==> src/rtl/gain_shift_var_if.sv <==
// Sample stream bundle for gain_shift_var: sample + gain exponent in, scaled sample + clip flag out.
// Handshake: a beat moves on a rising clk edge when valid && ready are both high; valid never
// waits on ready, and the sender holds data/shift stable while valid is high and ready is low.
interface gain_shift_var_if #(
    parameter int WordLengthBits = 12,
    parameter int ShiftWidthBits = 5
);
    logic [WordLengthBits-1:0] in;
    logic                      in_valid;
    logic                      in_ready;
    logic [ShiftWidthBits-1:0] shift;
    logic [WordLengthBits-1:0] out;
    logic                      out_valid;
    logic                      out_ready;
    logic                      saturated;

    modport master (
        output in, in_valid, shift, out_ready,
        input  in_ready, out, out_valid, saturated
    );

    modport slave (
        input  in, in_valid, shift, out_ready,
        output in_ready, out, out_valid, saturated
    );
endinterface

==> src/rtl/gain_shift_var.sv <==
// Streaming signed power-of-two gain: saturating left shift, round-half-up right shift,
// two-stage pipeline with valid/ready backpressure and a saturating clip counter.
module gain_shift_var #(
    parameter int WordLengthBits = 12,
    parameter int ShiftWidthBits = 5,
    parameter int CountBits      = 16
) (
    input  logic                 clk,
    input  logic                 rst,
    gain_shift_var_if.slave      s,
    input  logic                 clear_count,
    output logic [CountBits-1:0] sat_count
);
    localparam int W        = WordLengthBits;
    localparam int SW       = ShiftWidthBits;
    localparam int PW       = 2 * W;
    localparam int MaxShift = W - 1;
    localparam logic signed [PW-1:0] MaxPos = PW'((2 ** (W - 1)) - 1);
    localparam logic signed [PW-1:0] MinNeg = ~MaxPos;

    logic                 en;
    logic                 cnt_inc;
    int                   shift_i;
    int                   shift_c;
    int                   sh2;
    logic signed [PW-1:0] prod;
    logic signed [W:0]    rsum;
    logic signed [W:0]    rshf;
    logic [W-1:0]         res;
    logic                 res_sat;

    logic                 s1_valid_q, s1_valid_d;
    logic [W-1:0]         s1_data_q, s1_data_d;
    logic [SW-1:0]        s1_shift_q, s1_shift_d;
    logic                 out_valid_q, out_valid_d;
    logic [W-1:0]         out_q, out_d;
    logic                 sat_q, sat_d;
    logic [CountBits-1:0] cnt_q, cnt_d;

    // Clamping only shrinks the magnitude, so the clamped exponent always fits back into SW bits.
    always_comb begin
        shift_i = int'($signed(s.shift));
        shift_c = shift_i;
        if (shift_i > MaxShift) begin
            shift_c = MaxShift;
        end else if (shift_i < -MaxShift) begin
            shift_c = -MaxShift;
        end
    end

    always_comb begin
        sh2     = int'($signed(s1_shift_q));
        prod    = '0;
        rsum    = '0;
        rshf    = '0;
        res     = s1_data_q;
        res_sat = 1'b0;
        if (sh2 >= 0) begin
            prod = $signed({{W{s1_data_q[W-1]}}, s1_data_q}) <<< sh2;
            if (prod > MaxPos) begin
                res     = {1'b0, {(W - 1){1'b1}}};
                res_sat = 1'b1;
            end else if (prod < MinNeg) begin
                res     = {1'b1, {(W - 1){1'b0}}};
                res_sat = 1'b1;
            end else begin
                res = prod[W-1:0];
            end
        end else begin
            // One guard bit keeps +2^(k-1) from wrapping at the positive full-scale input.
            rsum = $signed({s1_data_q[W-1], s1_data_q}) + $signed((W + 1)'(1) << (-sh2 - 1));
            rshf = rsum >>> (-sh2);
            res  = rshf[W-1:0];
        end
    end

    always_comb begin
        en          = !out_valid_q || s.out_ready;
        s.in_ready  = en && !rst;
        s1_valid_d  = s1_valid_q;
        s1_data_d   = s1_data_q;
        s1_shift_d  = s1_shift_q;
        out_valid_d = out_valid_q;
        out_d       = out_q;
        sat_d       = sat_q;
        if (en) begin
            s1_valid_d  = s.in_valid;
            s1_data_d   = s.in;
            s1_shift_d  = SW'(shift_c);
            out_valid_d = s1_valid_q;
            out_d       = res;
            sat_d       = res_sat && s1_valid_q;
        end

        cnt_inc = out_valid_q && s.out_ready && sat_q;
        cnt_d   = cnt_q;
        if (clear_count) begin
            cnt_d = cnt_inc ? CountBits'(1) : '0;
        end else if (cnt_inc && (cnt_q != '1)) begin
            cnt_d = cnt_q + 1'b1;
        end
    end

    always_ff @(posedge clk) begin
        if (rst) begin
            s1_valid_q  <= 1'b0;
            s1_data_q   <= '0;
            s1_shift_q  <= '0;
            out_valid_q <= 1'b0;
            out_q       <= '0;
            sat_q       <= 1'b0;
            cnt_q       <= '0;
        end else begin
            s1_valid_q  <= s1_valid_d;
            s1_data_q   <= s1_data_d;
            s1_shift_q  <= s1_shift_d;
            out_valid_q <= out_valid_d;
            out_q       <= out_d;
            sat_q       <= sat_d;
            cnt_q       <= cnt_d;
        end
    end

    assign s.out       = out_q;
    assign s.out_valid = out_valid_q;
    assign s.saturated = sat_q;
    assign sat_count   = cnt_q;
endmodule

==> src/flat_wrapper.sv <==
// flat-port wrapper written by rule: the top's interface ports become plain ports
module gain_shift_var_flat 
#(
    parameter int WordLengthBits = 12,
    parameter int ShiftWidthBits = 5,
    parameter int CountBits      = 16
)
  (clk, rst, clear_count, sat_count, s_in, s_in_valid, s_shift, s_out_ready, s_in_ready, s_out, s_out_valid, s_saturated);
  gain_shift_var_if #(.WordLengthBits(WordLengthBits), .ShiftWidthBits(ShiftWidthBits)) s_i ();
  input  logic clk;
  input  logic rst;
  input  logic clear_count;
  output logic [CountBits-1:0] sat_count;
  input wire logic [$bits(s_i.in)-1:0] s_in;
  input wire logic [$bits(s_i.in_valid)-1:0] s_in_valid;
  input wire logic [$bits(s_i.shift)-1:0] s_shift;
  input wire logic [$bits(s_i.out_ready)-1:0] s_out_ready;
  output wire logic [$bits(s_i.in_ready)-1:0] s_in_ready;
  output wire logic [$bits(s_i.out)-1:0] s_out;
  output wire logic [$bits(s_i.out_valid)-1:0] s_out_valid;
  output wire logic [$bits(s_i.saturated)-1:0] s_saturated;
  assign s_i.in = s_in;
  assign s_i.in_valid = s_in_valid;
  assign s_i.shift = s_shift;
  assign s_i.out_ready = s_out_ready;
  assign s_in_ready = s_i.in_ready;
  assign s_out = s_i.out;
  assign s_out_valid = s_i.out_valid;
  assign s_saturated = s_i.saturated;
  gain_shift_var #(.WordLengthBits(WordLengthBits), .ShiftWidthBits(ShiftWidthBits), .CountBits(CountBits)) u_core (.clk(clk), .rst(rst), .s(s_i), .clear_count(clear_count), .sat_count(sat_count));
endmodule
==> config.mk <==
export PLATFORM = sky130hd
export DESIGN_NAME = gain_shift_var_flat
export DESIGN_NICKNAME = d
export VERILOG_FILES = /design/src/rtl/gain_shift_var_if.sv /design/src/rtl/gain_shift_var.sv /design/src/flat_wrapper.sv
export SDC_FILE = /design/constraint.sdc
export NUM_CORES = 1
export LEC_CHECK = 0
export CAP_MARGIN = 20
export CORE_ASPECT_RATIO = 2
export CORE_MARGIN = 2
export CORE_UTILIZATION = 53
export CTS_CLUSTER_DIAMETER = 120
export DETAILED_ROUTE_END_ITERATION = 10
export GPL_TIMING_DRIVEN = 0
export MAX_ROUTING_LAYER = met4
export PLACE_DENSITY = 0.81
export SETUP_SLACK_MARGIN = 0.3
export SLEW_MARGIN = 10
export SYNTH_ARGS = -nofsm -noshare
export SYNTH_HDL_FRONTEND = slang
export SYNTH_SLANG_ARGS = --single-unit
==> constraint.sdc <==
create_clock -name clk -period 4.8 [get_ports clk]
set_clock_uncertainty 0.1 [all_clocks]
set_input_delay 0.96 -clock clk [delete_from_list [all_inputs] [get_ports clk]]
set_output_delay 0.96 -clock clk [all_outputs]
set_load 0.005 [all_outputs]
==> impl_metrics.tcl <==
set metrics [dict create \
    yosys_most_used_dff "dfxtp_1" \
    worst_ep_arrival_time_ns 5.18 \
    setup_ws_ns -0.291 \
    end_kind "flip-flop" \
    synth-seq-area-share 0.200 \
    pwr_density_cell_mw_per_mm2 238 \
    worstPathRequired_ns 4.89 \
    syn_area_mm2 0.00481 \
    ioPinCount 53 \
    finalCritPeriodShare 1.06 \
    synth_cells 627 \
    coreArea_mm2 0.00889 \
    die_x_um 71.4 \
    placed_cells 780 \
    h-tree-depth 2 \
    r2r_start "u_core.s1_shift_q[0]" \
    die_h_um 139 \
    mostFrequentLayoutCells "81 x nand2_1, 51 x clkdlybuf4s50_1, 50 x nor2_1" \
    synth-edff-count 0 \
    crit_path_end "u_core.s.out[0]" \
    critPathLaunchType "flip-flop" \
    synth_warnings 0 \
    grt.total_usage 0.363 \
    pwr-share-seq 0.304 \
    drt_first_pass_iters 5 \
    ff2ff_path_depth 25 \
    slew_headroom 0.434 \
    slew_violations 0 \
    worstSetupPathType "flip-flop to flip-flop" \
    swShare 0.375 \
    via_count 5572 \
    dp_hpwl_um 13600 \
    cp_max_fo 4 \
    intPower_w 0.000952 \
    wl_um 18100 \
    p_leak_nw 2.33 \
    place_congestion 0.967 \
    cpPeakStageDelay_ns 0.49 \
    grt_pass1_wl_um 27700 \
    min_path_cells 2 \
    start_util 0.541 \
    failed_checks "negative setup slack" \
    grt_max_degree 16 \
    wire_per_inst_um 22.0 \
    clock.fmax_mhz 196 \
    worstMarginPinSlew_ns 0.838 \
    diodes 0 \
    crit_start "u_core.s1_shift_q[0]" \
    ir_worst_vdd_uv 216 \
    final_nets 765 \
    layout.cells.non_filler 824 \
    cts.sinks 48 \
    final_common_cell "nand2_1" \
    syn_to_final_growth_pct 32.9 \
    timing.rr.end "u_core.s.out[0]" \
    grt_pass1_vias 5434 \
    min_period_ns 5.09 \
    rsz0062_at_grt "true" \
    pre_cts_slack_ns -0.824 \
    hold_viol_final 0 \
    synth_area_per_cell_um2 7.67 \
    place.port_buffers 51 \
    power.switching_w 0.000571 \
    synth_nets 671 \
    numCtsBuffers 5 \
    status "finished, violations left" \
    ys_seq_elements 48 \
    drc 0 \
    holdBufCountCts 0 \
    final_antenna_net_count 0 \
    p_clk_frac 0.239 \
    layout-drive-gt1-share 0.238 \
    clockRootBuffer "clkbuf_16" \
    clockBufferDepth 2 \
    regToRegSetupSlack_ns -0.29 \
    slowest_stage "mux4_2" \
    setup_violations 12 \
    std_cell_rows 49 \
    clock_latency_ns 0.30 \
    grt_overflow 0 \
    synthArstFlopShare 0 \
    synthDistinctLibCells 77 \
    fp.dieArea_mm2 0.00990 \
    drtIter0Drc 361 \
    power_frac_comb 0.457 \
    viasPerCell 6.76 \
    drv_cap 0 \
    cts_tree "done" \
    antenna_found_initial 0 \
    clk_pin_slew_worst_paths_ns 0.07 \
    hold_path.class "flip-flop to flip-flop" \
]
[layout make-up]
class | instances | area [µm²]
plain buffers | 41 | 370
clock inverters | 1 | 7.51
flip-flops and latches | 48 | 966
multi-input cells | 520 | 3900
fillers | 671 | 2490
clock buffers | 7 | 143
inverters | 18 | 98.8
repair buffers | 87 | 785
well taps | 102 | 128
[state kept, by name, indices dropped and copies added, names as in the netlist]
register,flops
u_core.s.out,12
u_core.s.out_valid,1
u_core.s.saturated,1
u_core.s1_data_q,12
u_core.s1_shift_q,5
u_core.s1_valid_q,1
u_core.sat_count,16
[power by group through the flow]
stage	registers, W	clock network [W]	logic, W
finish	0.000463	0.000364	0.000696
global route	0.000465	0.000380	0.000737
CTS	0.000460	0.000367	0.000642
detailed placement	0.000467	0	0.000574
global placement	0.000466	0	0.000562
floorplan	0.000459	0	0.000394
[cell families (layout without fill, tap and decap cells)]
family	Yosys count	in the layout	share of synthesized area
simple gates	253	253	0.252
compound gates	196	196	0.292
buf+inv	59	154	0.0731
flops	48	48	0.200
mux	30	30	0.0897
fa+ha+maj	22	22	0.0588
xor+xnor	19	19	0.0346
[layer usage]
layer  wire [µm]  track usage
met4        1360        0.213
met5           0            -
met1        6160        0.356
met2        9720        0.665
met3         889       0.0356
[synth_stat cells (all sizes together) (4+ instances only)]
| cell | count | area, µm² |
|---|---|---|
| nand3 | 25 | 125 |
| o21ai | 34 | 170 |
| and3 | 8 | 58.8 |
| a22o | 5 | 43.8 |
| o21a | 8 | 60.1 |
| mux4 | 9 | 203 |
| ha | 21 | 263 |
| nor3 | 30 | 150 |
| a22oi | 7 | 52.6 |
| a211oi | 10 | 85.1 |
| mux2i | 12 | 120 |
| nor2 | 56 | 218 |
| nand2b | 8 | 50.1 |
| clkbuf | 27 | 191 |
| xnor2 | 11 | 96.3 |
| a21oi | 42 | 236 |
| o2111ai | 5 | 43.8 |
| mux2 | 9 | 109 |
| nand4 | 10 | 68.8 |
| nor2b | 7 | 46.3 |
| o311ai | 4 | 35.0 |
| o221ai | 4 | 35.0 |
| o22ai | 5 | 31.3 |
| a211o | 5 | 46.3 |
| a21o | 6 | 45.0 |
| a2111oi | 5 | 50.0 |
| nand2 | 83 | 314 |
| xor2 | 8 | 70.1 |
| or3 | 12 | 75.1 |
| o211ai | 13 | 97.6 |
| buf | 14 | 92.6 |
| a21boi | 4 | 30.0 |
| a221oi | 9 | 78.8 |
| dfxtp | 48 | 961 |
| o31ai | 7 | 57.6 |
| inv | 16 | 60.1 |
| a32o | 5 | 50.1 |
[repair_timing]
item / in CTS / in global routing
buffers inserted: 24 / 12
hold endpoints to repair: 0 / 0
pin swaps: 23 / 32
resized for setup: 52 / 45
setup endpoints to repair: 12 / 12
[worst min-delay path by stage]
stage / from / to / slack [ns]
floorplan: u_core.s1_valid_q / u_core.s1_valid_q / 0.34
global placement: u_core.s.out[10] / u_core.s.out[10] / 0.34
detailed placement: u_core.s.out[6] / u_core.s.out[6] / 0.35
CTS: u_core.s.out[9] / u_core.s.out[9] / 0.37
global route: u_core.s.out[10] / u_core.s.out[10] / 0.39
finish: u_core.s.out[10] / u_core.s.out[10] / 0.36
[stage by stage]
| stage | utilization | TNS, ns | power (W) | hold slack [ns] | area, µm² |
|---|---|---|---|---|---|
| floorplan | - | 0 | 0.000853 | 0.343 | 4910 |
| global placement | 0.625 | -7.68 | 0.00103 | 0.345 | 5550 |
| detailed placement | 0.625 | -7.86 | 0.00104 | 0.353 | 5550 |
| CTS | 0.687 | -3.34 | 0.00147 | 0.368 | 6100 |
| global route | 0.719 | -4.66 | 0.00158 | 0.387 | 6390 |
| finish | 0.719 | -2.80 | 0.00152 | 0.363 | 6390 |
[critical path: cells and delay by family, from the launching register on]
family	cells	cell delay, ns
fa+ha+maj	2	0.45
simple gates	8	1.55
xor+xnor	1	0.17
compound gates	5	0.98
mux	2	0.69
buf+inv	7	0.72
flops	1	0.32
No activity file was read; power rests on OpenSTA's default activity.
